$ cat config.mk
export PLATFORM = sky130hd
export DESIGN_NAME = serial_subtractor4bit
export DESIGN_NICKNAME = d
export VERILOG_FILES = /design/src/rtl/serial_subtractor4bit.sv
export SDC_FILE = /design/constraint.sdc
export NUM_CORES = 1
export LEC_CHECK = 0
export ABC_AREA = 1
export CORE_MARGIN = 5
export CORE_UTILIZATION = 35
export DETAILED_ROUTE_END_ITERATION = 10
export DONT_BUFFER_PORTS = 1
export GPL_TIMING_DRIVEN = 0
export MAX_ROUTING_LAYER = met4
export PLACE_DENSITY_LB_ADDON = 0.05
export SLEW_MARGIN = 20
export SYNTH_ARGS = -nofsm -noshare
export SYNTH_HDL_FRONTEND = slang
export SYNTH_SLANG_ARGS = --single-unit
$ cat constraint.sdc
create_clock -name clk -period 1 [get_ports clk]
set_input_delay 0.15 -clock clk [delete_from_list [all_inputs] [get_ports clk]]
set_output_delay 0.15 -clock clk [all_outputs]
set_load 0.005 [all_outputs]
$ cat src/rtl/serial_subtractor4bit.sv
// Bit-serial subtractor computing a - b - bin one bit per clock, LSB first, with a start/done handshake.
// Optional macro SUB_OVERFLOW_EN adds a signed-overflow flag (ovf) reported alongside done.
module serial_subtractor4bit #(
  parameter int WIDTH = 4
) (
  input  logic             clk,
  input  logic             rst,
  input  logic             start,
  input  logic [WIDTH-1:0] a,
  input  logic [WIDTH-1:0] b,
  input  logic             bin,
  output logic             busy,
  output logic             done,
  output logic [WIDTH-1:0] diff,
`ifdef SUB_OVERFLOW_EN
  output logic             ovf,
`endif
  output logic             bout
);

  localparam int CW = (WIDTH > 1) ? $clog2(WIDTH) : 1;
  localparam logic [CW-1:0] LAST_BIT = CW'(WIDTH - 1);

  typedef enum logic [1:0] {IDLE, CALC, DONE} state_t;

  state_t           state_q, state_d;
  logic [WIDTH-1:0] aShift_q, aShift_d;
  logic [WIDTH-1:0] bShift_q, bShift_d;
  logic [WIDTH-1:0] result_q, result_d;
  logic [WIDTH-1:0] diff_q, diff_d;
  logic [CW-1:0]    bitCount_q, bitCount_d;
  logic             borrow_q, borrow_d;
  logic             bout_q, bout_d;
  logic             aBit, bBit, diffBit, borrowNext, accept;
`ifdef SUB_OVERFLOW_EN
  logic             aMsb_q, aMsb_d, bMsb_q, bMsb_d, ovf_q, ovf_d;
`endif

  assign aBit       = aShift_q[0];
  assign bBit       = bShift_q[0];
  assign diffBit    = aBit ^ bBit ^ borrow_q;
  assign borrowNext = (~aBit & bBit) | (~(aBit ^ bBit) & borrow_q);
  // A new request is only taken while not busy; DONE counts as not busy for back-to-back ops.
  assign accept     = start && (state_q == IDLE || state_q == DONE);

  always_comb begin
    state_d    = state_q;
    aShift_d   = aShift_q;
    bShift_d   = bShift_q;
    result_d   = result_q;
    diff_d     = diff_q;
    bitCount_d = bitCount_q;
    borrow_d   = borrow_q;
    bout_d     = bout_q;
`ifdef SUB_OVERFLOW_EN
    aMsb_d     = aMsb_q;
    bMsb_d     = bMsb_q;
    ovf_d      = ovf_q;
`endif
    case (state_q)
      IDLE: state_d = IDLE;
      CALC: begin
        aShift_d   = aShift_q >> 1;
        bShift_d   = bShift_q >> 1;
        result_d   = {diffBit, result_q[WIDTH-1:1]};
        borrow_d   = borrowNext;
        bitCount_d = bitCount_q + CW'(1);
        // The final bit lands straight in the output registers so diff is valid with done.
        if (bitCount_q == LAST_BIT) begin
          state_d = DONE;
          diff_d  = {diffBit, result_q[WIDTH-1:1]};
          bout_d  = borrowNext;
`ifdef SUB_OVERFLOW_EN
          ovf_d   = (aMsb_q != bMsb_q) && (diffBit != aMsb_q);
`endif
        end
      end
      DONE:    state_d = IDLE;
      default: state_d = IDLE;
    endcase
    if (accept) begin
      state_d    = CALC;
      aShift_d   = a;
      bShift_d   = b;
      borrow_d   = bin;
      bitCount_d = '0;
      result_d   = '0;
`ifdef SUB_OVERFLOW_EN
      aMsb_d     = a[WIDTH-1];
      bMsb_d     = b[WIDTH-1];
`endif
    end
  end

  always_ff @(posedge clk) begin
    if (rst) begin
      state_q    <= IDLE;
      aShift_q   <= '0;
      bShift_q   <= '0;
      result_q   <= '0;
      diff_q     <= '0;
      bitCount_q <= '0;
      borrow_q   <= 1'b0;
      bout_q     <= 1'b0;
`ifdef SUB_OVERFLOW_EN
      aMsb_q     <= 1'b0;
      bMsb_q     <= 1'b0;
      ovf_q      <= 1'b0;
`endif
    end else begin
      state_q    <= state_d;
      aShift_q   <= aShift_d;
      bShift_q   <= bShift_d;
      result_q   <= result_d;
      diff_q     <= diff_d;
      bitCount_q <= bitCount_d;
      borrow_q   <= borrow_d;
      bout_q     <= bout_d;
`ifdef SUB_OVERFLOW_EN
      aMsb_q     <= aMsb_d;
      bMsb_q     <= bMsb_d;
      ovf_q      <= ovf_d;
`endif
    end
  end

  assign busy = (state_q == CALC);
  assign done = (state_q == DONE);
  assign diff = diff_q;
  assign bout = bout_q;
`ifdef SUB_OVERFLOW_EN
  assign ovf  = ovf_q;
`endif

endmodule
Word level (Yosys, flattened, before mapping)
Index checks and enable logic that the tools add are counted.
{"block": "totals", "ff_bits": 22, "in_bits": 12}
{"block": "classes", "n_addsub": 1, "n_eq_ne": 4, "n_mux": 9, "bitwise": 8, "reduce_logical": 7}
{"operator": "$mux W4", "count": 4}
{"operator": "$mux W1", "count": 5}
{"operator": "$eq A2 B2 Y1 const B", "count": 2}
{"operator": "$ne A3 B1 Y1 const B", "count": 1}
{"operator": "$not A1 Y1", "count": 3}
{"operator": "$reduce_or A3 Y1", "count": 1}
{"operator": "$add A2 B1 Y2 const B", "count": 1}
{"operator": "$and A1 B1 Y1", "count": 2}
{"operator": "$eq A2 B1 Y1 const B", "count": 1}
{"operator": "$logic_not A2 Y1", "count": 1}
{"operator": "$reduce_and A2 Y1", "count": 1}
{"operator": "$reduce_bool A2 Y1", "count": 1}
{"operator": "$reduce_or A2 Y1", "count": 1}
{"operator": "$xor A1 B1 Y1", "count": 2}
{"operator": "$logic_and A1 B1 Y1", "count": 1}
{"operator": "$logic_or A1 B1 Y1", "count": 1}
{"operator": "$or A1 B1 Y1", "count": 1}

Longest topological paths before layout
Gate-level depths: netlist of run 1.
{"block": "depth", "ltp_word": 6, "depth_mapped": 8}

Worst setup path after synthesis of run 1
No wires, ideal clock.
{"block": "synth_path", "kind": "register to register", "startpoint": "reg bShift_q[0]", "endpoint": "reg result_q[3]", "setup_ps": 70, "t_arrival_ps": 1011, "t_required_ps": 930, "slack_ps": -81, "stages_incl_launch_ff": 5, "n_path_buf": 0, "synth_period_minus_slack_ps": 1081, "path_cell_list": "dfxtp_1 > inv_1 > fa_1 > nand2_1 > a21oi_1"}
{"block": "synth_via", "elab_chain_len": 2}
{"item": "from (decl)", "line_no": "28", "rtl": "logic [WIDTH-1:0] bShift_q, bShift_d;"}
{"item": "from (signal assigned)", "line_no": "113", "rtl": "bShift_q <= bShift_d;"}
{"item": "$xor A1 B1 Y1 (2 in series)", "line_no": "41", "rtl": "assign diffBit = aBit ^ bBit ^ borrow_q;"}
{"item": "net diffBit", "line_no": "34", "rtl": "logic aBit, bBit, diffBit, borrowNext, accept;"}
{"item": "to (signal assigned)", "line_no": "114", "rtl": "result_q <= result_d;"}
{"item": "to (decl)", "line_no": "29", "rtl": "logic [WIDTH-1:0] result_q, result_d;"}
The timed path passes the listed nets, and every way through them passes these cells.
A chain may end at the register's enable or synchronous reset.

Final worst setup path of run 1
Same ends and word-level chain as after synthesis.

==> results of run 1 <==
## per-layer routing
layer	global-route usage, %	routed length (um)	vias up
met5	-	0	-
met4	3.64	34	0
met3	4.55	87	4
met2	21.4	1090	16
met1	18.6	1060	375
li1	-	-	431
## state kept, by name, summed over array words and instances (netlist names)
| register | flops |
|---|---|
| borrow_q | 1 |
| state_q | 2 |
| result_q | 3 |
| bShift_q | 4 |
| aShift_q | 4 |
| bout | 1 |
| diff | 4 |
| bitCount_q | 2 |
## critical path: stages, from the launching register on
cell and delay, ns:
dfxtp_2 0.36, inv_2 0.04, fa_2 0.55, nand2_1 0.06, a21oi_1 0.11
## placed cells by master (no fill, tap or decap), drive strengths merged, types with 2 or more instances in the layout
| master | n |
|---|---|
| a21oi | 6 |
| clkbuf | 4 |
| nand2 | 29 |
| nor3 | 3 |
| dfxtp | 21 |
| o21ai | 3 |
| buf | 13 |
| inv | 15 |
| nand3 | 11 |
| nor2 | 26 |
| or2 | 2 |
| o21bai | 4 |
## worst paths after layout
check                           slack (ns)   startpoint  depth (start not counted)           to
worst min-delay path                  0.01         b[3]                          2  bShift_q[3]
worst max register to register       -0.17  bShift_q[0]                          4  result_q[3]
worst min register to register        0.48  result_q[1]                          2  result_q[1]
worst max-delay path                 -0.17  bShift_q[0]                          4  result_q[3]
## repair_timing
item | CTS | global route
gates resized for setup | 24 | 11
setup buffers | 9 | 0
setup endpoints to repair | 21 | 22
cloned | 2 | 0
pin swaps | 9 | 9
hold buffers | 0 | 1
hold endpoints to repair | 0 | 1
## cell type report
| class | count | area, um2 |
|---|---|---|
| Fill cell | 265 | 1290 |
| Multi-Input combinational cell | 87 | 507 |
| Sequential cell | 21 | 434 |
| Timing Repair Buffer | 12 | 126 |
| Inverter | 16 | 70.1 |
| Tap cell | 30 | 37.5 |
| Buffer | 3 | 31.3 |
| Clock buffer | 4 | 26.3 |
## through the flow
step	power, mW	util, %	hold slack, ns	TNS (ns)
finish	1.69	48.9	0.0133	-1.27
global route	1.80	48.9	0.00310	-2.62
CTS	1.68	46.8	0.00352	-1.34
detailed placement	1.18	39.2	0.328	-1.98
global placement	1.17	39.2	0.321	-1.40
floorplan	1.12	-	0.313	-0.176
## logic make-up (layout without fill, tap and decap cells)
group / Yosys count / after routing / share of synthesized area [%]
adders and majority gates: 2 / 2 / 3.44
DFF: 21 / 21 / 44.5
AOI/OAI and AO/OA: 13 / 13 / 7.95
and+or+nand+nor: 71 / 71 / 34.0
buffers and inverters: 19 / 35 / 9.14
xor gates and xnor gates: 1 / 1 / 0.927
## where the power goes
group	switching [mW]	internal [mW]
registers	0.0360	0.885
clock network	0.252	0.155
logic	0.186	0.177
total	0.474	1.22
==> summary.txt, run 1 <==
Global route
  • Vias in the first global route: 809
  • First-pass GRT wire length: 3.87 mm
  • GRT Total Usage: 14.3%
  • Largest net degree at the start of global routing: 12
  • Initial antenna violation count: 0
  • Overflow after GRT: 0

Clocking
  • Clk Latency, worst-skew pair: 0.30 ns
  • CTS buffer count: 3
  • Clk sinks: 21
  • Root Driver: clkbuf_4
  • Clk slew on worst S/H paths: 0.12 ns
  • TritonCTS clock tree: done
  • CTS max path bufs: 2
  • Clock H-tree levels: 1

Yosys
  • Mean area per synthesized cell: 7.44 um2
  • Top cell type's share of synthesized area: 44.5%
  • Synth area leader: dfxtp_1
  • Post-synthesis cell count: 127
  • Top-count cell post-synth: nand2_1
  • Syn nets: 141
  • Asr flop ratio synth: 0%
  • Top cells by count, synth: nand2_1, nor2_1, dfxtp_1
  • Synth area leaders: dfxtp_1, nand2_1, nor2_1, nand3_1, inv_1
  • Mapped Area: 945 um2
  • Synth Register Bits: 21
  • Post-synth top flop: dfxtp_1
  • Register area share after synthesis: 44.5%
  • Post-synth EDFFs: 0
  • Ys Warns: 0
  • Post-synth cell types: 22

Cells and area
  • Layout cells sized above 1: 32.9%
  • # diodes: 0
  • Non-filler instance count after layout: 173
  • P&R area growth vs syn: 30.5%
  • Final nets: 158
  • Fin area: 1230 um2

Detailed routing
  • Drt initial violations: 21
  • Remaining DRCs: 0
  • Drt pass-1 iters: 4
  • Via density: 4.77
  • Vias: 826
  • Wire per inst: 13.1 um
  • DRT antenna net count: 0
  • Routed WL: 2.27 mm

Worst setup path
  • CP max FO: 2
  • Critical path capture point type: register
  • CP arrival: 1.41 ns
  • Crit start category: register
  • CP required: 1.24 ns
  • Crit path kind: register to register

Floorplan
  • Die H: 62.0 um
  • Initial Utilization: 37.5%
  • Die width: 62.0 um
  • Core Rows: 18
  • Area of the core: 2520 um2
  • Area of the die: 3840 um2
  • Num ports: 19

Run
  • Maxcap violations: 0

Placed design
  • PortBufs: 0
  • GPL Wtd Cong: 0.700
  • Area after DPL: 988 um2
  • Pre-CTS WS: -0.146 ns
  • Detailed placer's ending HPWL: 1.47 mm
  • Placed cell count: 157

Timing
  • Rel. slew slack: 77.7%
  • Post-layout min period: 1.17 ns
  • Worst Max-Slew Pin Slew: 0.332 ns
  • Final setup vio count: 16
  • Worst setup margin: -0.167 ns
  • Slew Viols, Final: 0
  • Worst Skew: 0.00400 ns
  • Setup repair after global routing missed its margin: yes
  • Post-route clock period utilization: 117%
  • Fmax: 857 MHz
  • Final hold vios: 0

Run status
  • Failing checks: negative setup slack
  • Status: complete, but fails checks

Power
  • Max VDD drop: 0.952 mV
  • Pwr/cell area: 1370 nW/um2
  • Leak Pwr: 0.565 nW

Worst hold path
  • Hold WC Path Type: primary input to register
No activity file was read; power rests on OpenSTA's default activity.
==> inputs of run 2 (changes only) <==
CORE_UTILIZATION = 52   (was 35)
==> run 2 against run 1 <==
Against the previous run:
- the run ends with negative hold slack, negative setup slack left
- clock skew increased by 0.0027 ns
- worst setup slack got worse by 0.016 ns
- die area decreased by 28%
- clock power increased by 2%
- via count increased by 0.97%
- global-route usage increased by 2.3 points
- clock-buffer cell count unchanged
- critical path type unchanged
- highest routed layer unchanged
==> summary.txt, run 2 (synthesis gave the netlist of run 1 again) <==
Run status
  • Status: complete, but fails checks
  • Failing checks: negative hold slack, negative setup slack

Power
  • Final Total Pwr: 1.71 mW
  • Max VDD drop: 0.816 mV
  • Pwr/cell area: 1370 nW/um2
  • Pint: 1.22 mW
  • Sw frac: 28.9%
  • Sw Pwr: 0.494 mW
  • Seq pwr share: 53.7%
  • Clock power share: 24.2%
  • Comb pwr share: 22.1%
  • Leak Pwr: 0.560 nW

Clocking
  • Clk Latency, worst-skew pair: 0.30 ns
  • Clk slew on worst S/H paths: 0.12 ns
  • CTS buffer count: 3
  • TritonCTS clock tree: done
  • Clk sinks: 21
  • Root Driver: clkbuf_4
  • CTS max path bufs: 2
  • Clock H-tree levels: 1

Timing
  • Final hold vios: 1
  • Worst Max-Slew Pin Slew: 0.335 ns
  • Setup repair after global routing missed its margin: yes
  • Slew Viols, Final: 0
  • Post-route clock period utilization: 118%
  • Worst setup margin: -0.184 ns
  • Final setup vio count: 14
  • WHS: -0.000650 ns
  • Post-layout min period: 1.18 ns
  • Setup TNS: -0.943 ns
  • Worst Skew: 0.00668 ns
  • Rel. slew slack: 77.5%
  • Fmax: 845 MHz

Detailed routing
  • Remaining DRCs: 0
  • Wire per inst: 12.6 um
  • Via density: 4.93
  • DRT antenna net count: 0
  • Drt initial violations: 24
  • Routed WL: 2.13 mm
  • Vias: 834
  • Drt pass-1 iters: 4

Worst setup path
  • Reg2reg setup slack: -0.18 ns
  • CP max FO: 2
  • R2r startpoint: bShift_q[0]
  • R2r worst-path depth: 4
  • Max stage delay on crit path: 0.54 ns
  • Buf/Inv on CP: 1
  • Critical path capture point type: register
  • Crit path from: bShift_q[0]
  • Worst path slowest cell: fa_2
  • Crit start category: register
  • R2R Path End: result_q[3]
  • CP required: 1.24 ns
  • Crit-path cells: inv_2 -> fa_2 -> nand2_1 -> a21oi_2
  • CP arrival: 1.43 ns
  • CP delay by family, top: adder cells
  • Crit path kind: register to register

Floorplan
  • Area of the core: 1730 um2
  • Num ports: 19
  • Initial Utilization: 54.7%
  • Core Rows: 15
  • Die H: 52.6 um
  • Area of the die: 2770 um2
  • Die width: 52.6 um

Cells and area
  • # diodes: 0
  • Final nets: 159
  • P&R area growth vs syn: 32.3%
  • Layout cells sized above 1: 38.2%
  • Commonest non-fill, non-tap cell in the layout: nand2_1
  • Fillers: 162
  • Most frequent cells in the layout: nand2_1, nor2_1, dfxtp_1, nand3_1

Worst hold path
  • Hold WC Path Type: primary input to register
  • WHS Path Cells: 2
  • Worst Hold End: aShift_q[3]
  • Hold Startpoint: a[3]

Placed design
  • PortBufs: 0
  • Detailed placer's ending HPWL: 1.32 mm
  • GPL Wtd Cong: 0.807
  • Pre-CTS WS: -0.155 ns

Run
  • Maxcap violations: 0

Global route
  • GRT Total Usage: 16.6%
  • Initial antenna violation count: 0
  • Vias in the first global route: 765
  • First-pass GRT wire length: 3.25 mm
  • Overflow after GRT: 0
  • Largest net degree at the start of global routing: 12
-- run 2: cell count changes in the layout (fill, tap and decap cells not counted), moves of 2 or more --
cell,change
buf_4,+2
a21oi_2,+3
buf_6,+2
nand2_8,+2
o21ai_1,+2
o21ai_0,-2
a21oi_1,-3
-- run 2: cell type report --
cell class                 instances  area (um2)  area share, %
inverter                          16        67.6           5.41
multi-input combinational         87         538           43.0
clock buffer                       4        26.3           2.10
sequential                        21         434           34.7
timing repair buffer              13         125           10.0
buffer                             3        27.5           2.20
tap                               25        31.3           2.50
-- run 2: worst max-delay path by stage --
stage             endpoint  slack, ns  cells past startpoint
2_1_floorplan  result_q[3]      -0.07                      3
6_report       result_q[3]      -0.18                      4
5_1_grt        result_q[3]      -0.21                      4
4_1_cts        result_q[3]      -0.19                      4
3_3_place_gp   result_q[3]      -0.13                      4
3_5_place_dp   result_q[3]      -0.15                      3
-- run 2: power by group through the flow --
stage                     registers [mW]  logic [mW]  clock network [mW]
final                              0.920       0.378               0.415
after global routing               0.927       0.420               0.464
after CTS                          0.915       0.288               0.418
after detailed placement           0.934       0.236                   0
after global placement             0.933       0.231                   0
after floorplan                    0.928       0.192                   0
-- run 2: repair_timing --
action                                  in CTS  in global routing
endpoints found under the setup margin      21                 21
setup buffers                                7                  4
hold buffers                                 0                  0
cloned                                       2                  0
gates resized for setup                     21                 26
pin swaps                                    8                 13
-- run 2: metal layers --
layer  track usage (%)  vias to the layer above  wire length (um)
li1                  -                      431                 -
met1              19.5                      379               911
met2              26.0                       22              1070
met3              4.56                        2               130
met4              8.09                        0                17
met5                 -                        -                 0
-- run 2: through the flow --
stage	cells	utilization, %	cell area (um2)
floorplan	127	-	951
global placement	152	56.9	982
detailed placement	152	56.9	982
CTS	165	64.3	1110
global route	169	72.4	1250
finish	169	72.4	1250
-- run 2: worst reg2reg max path, cell delays in order, from the launching register on --
cell     delay [ns]
dfxtp_2        0.36
inv_2          0.04
fa_2           0.54
nand2_1        0.07
a21oi_2        0.11
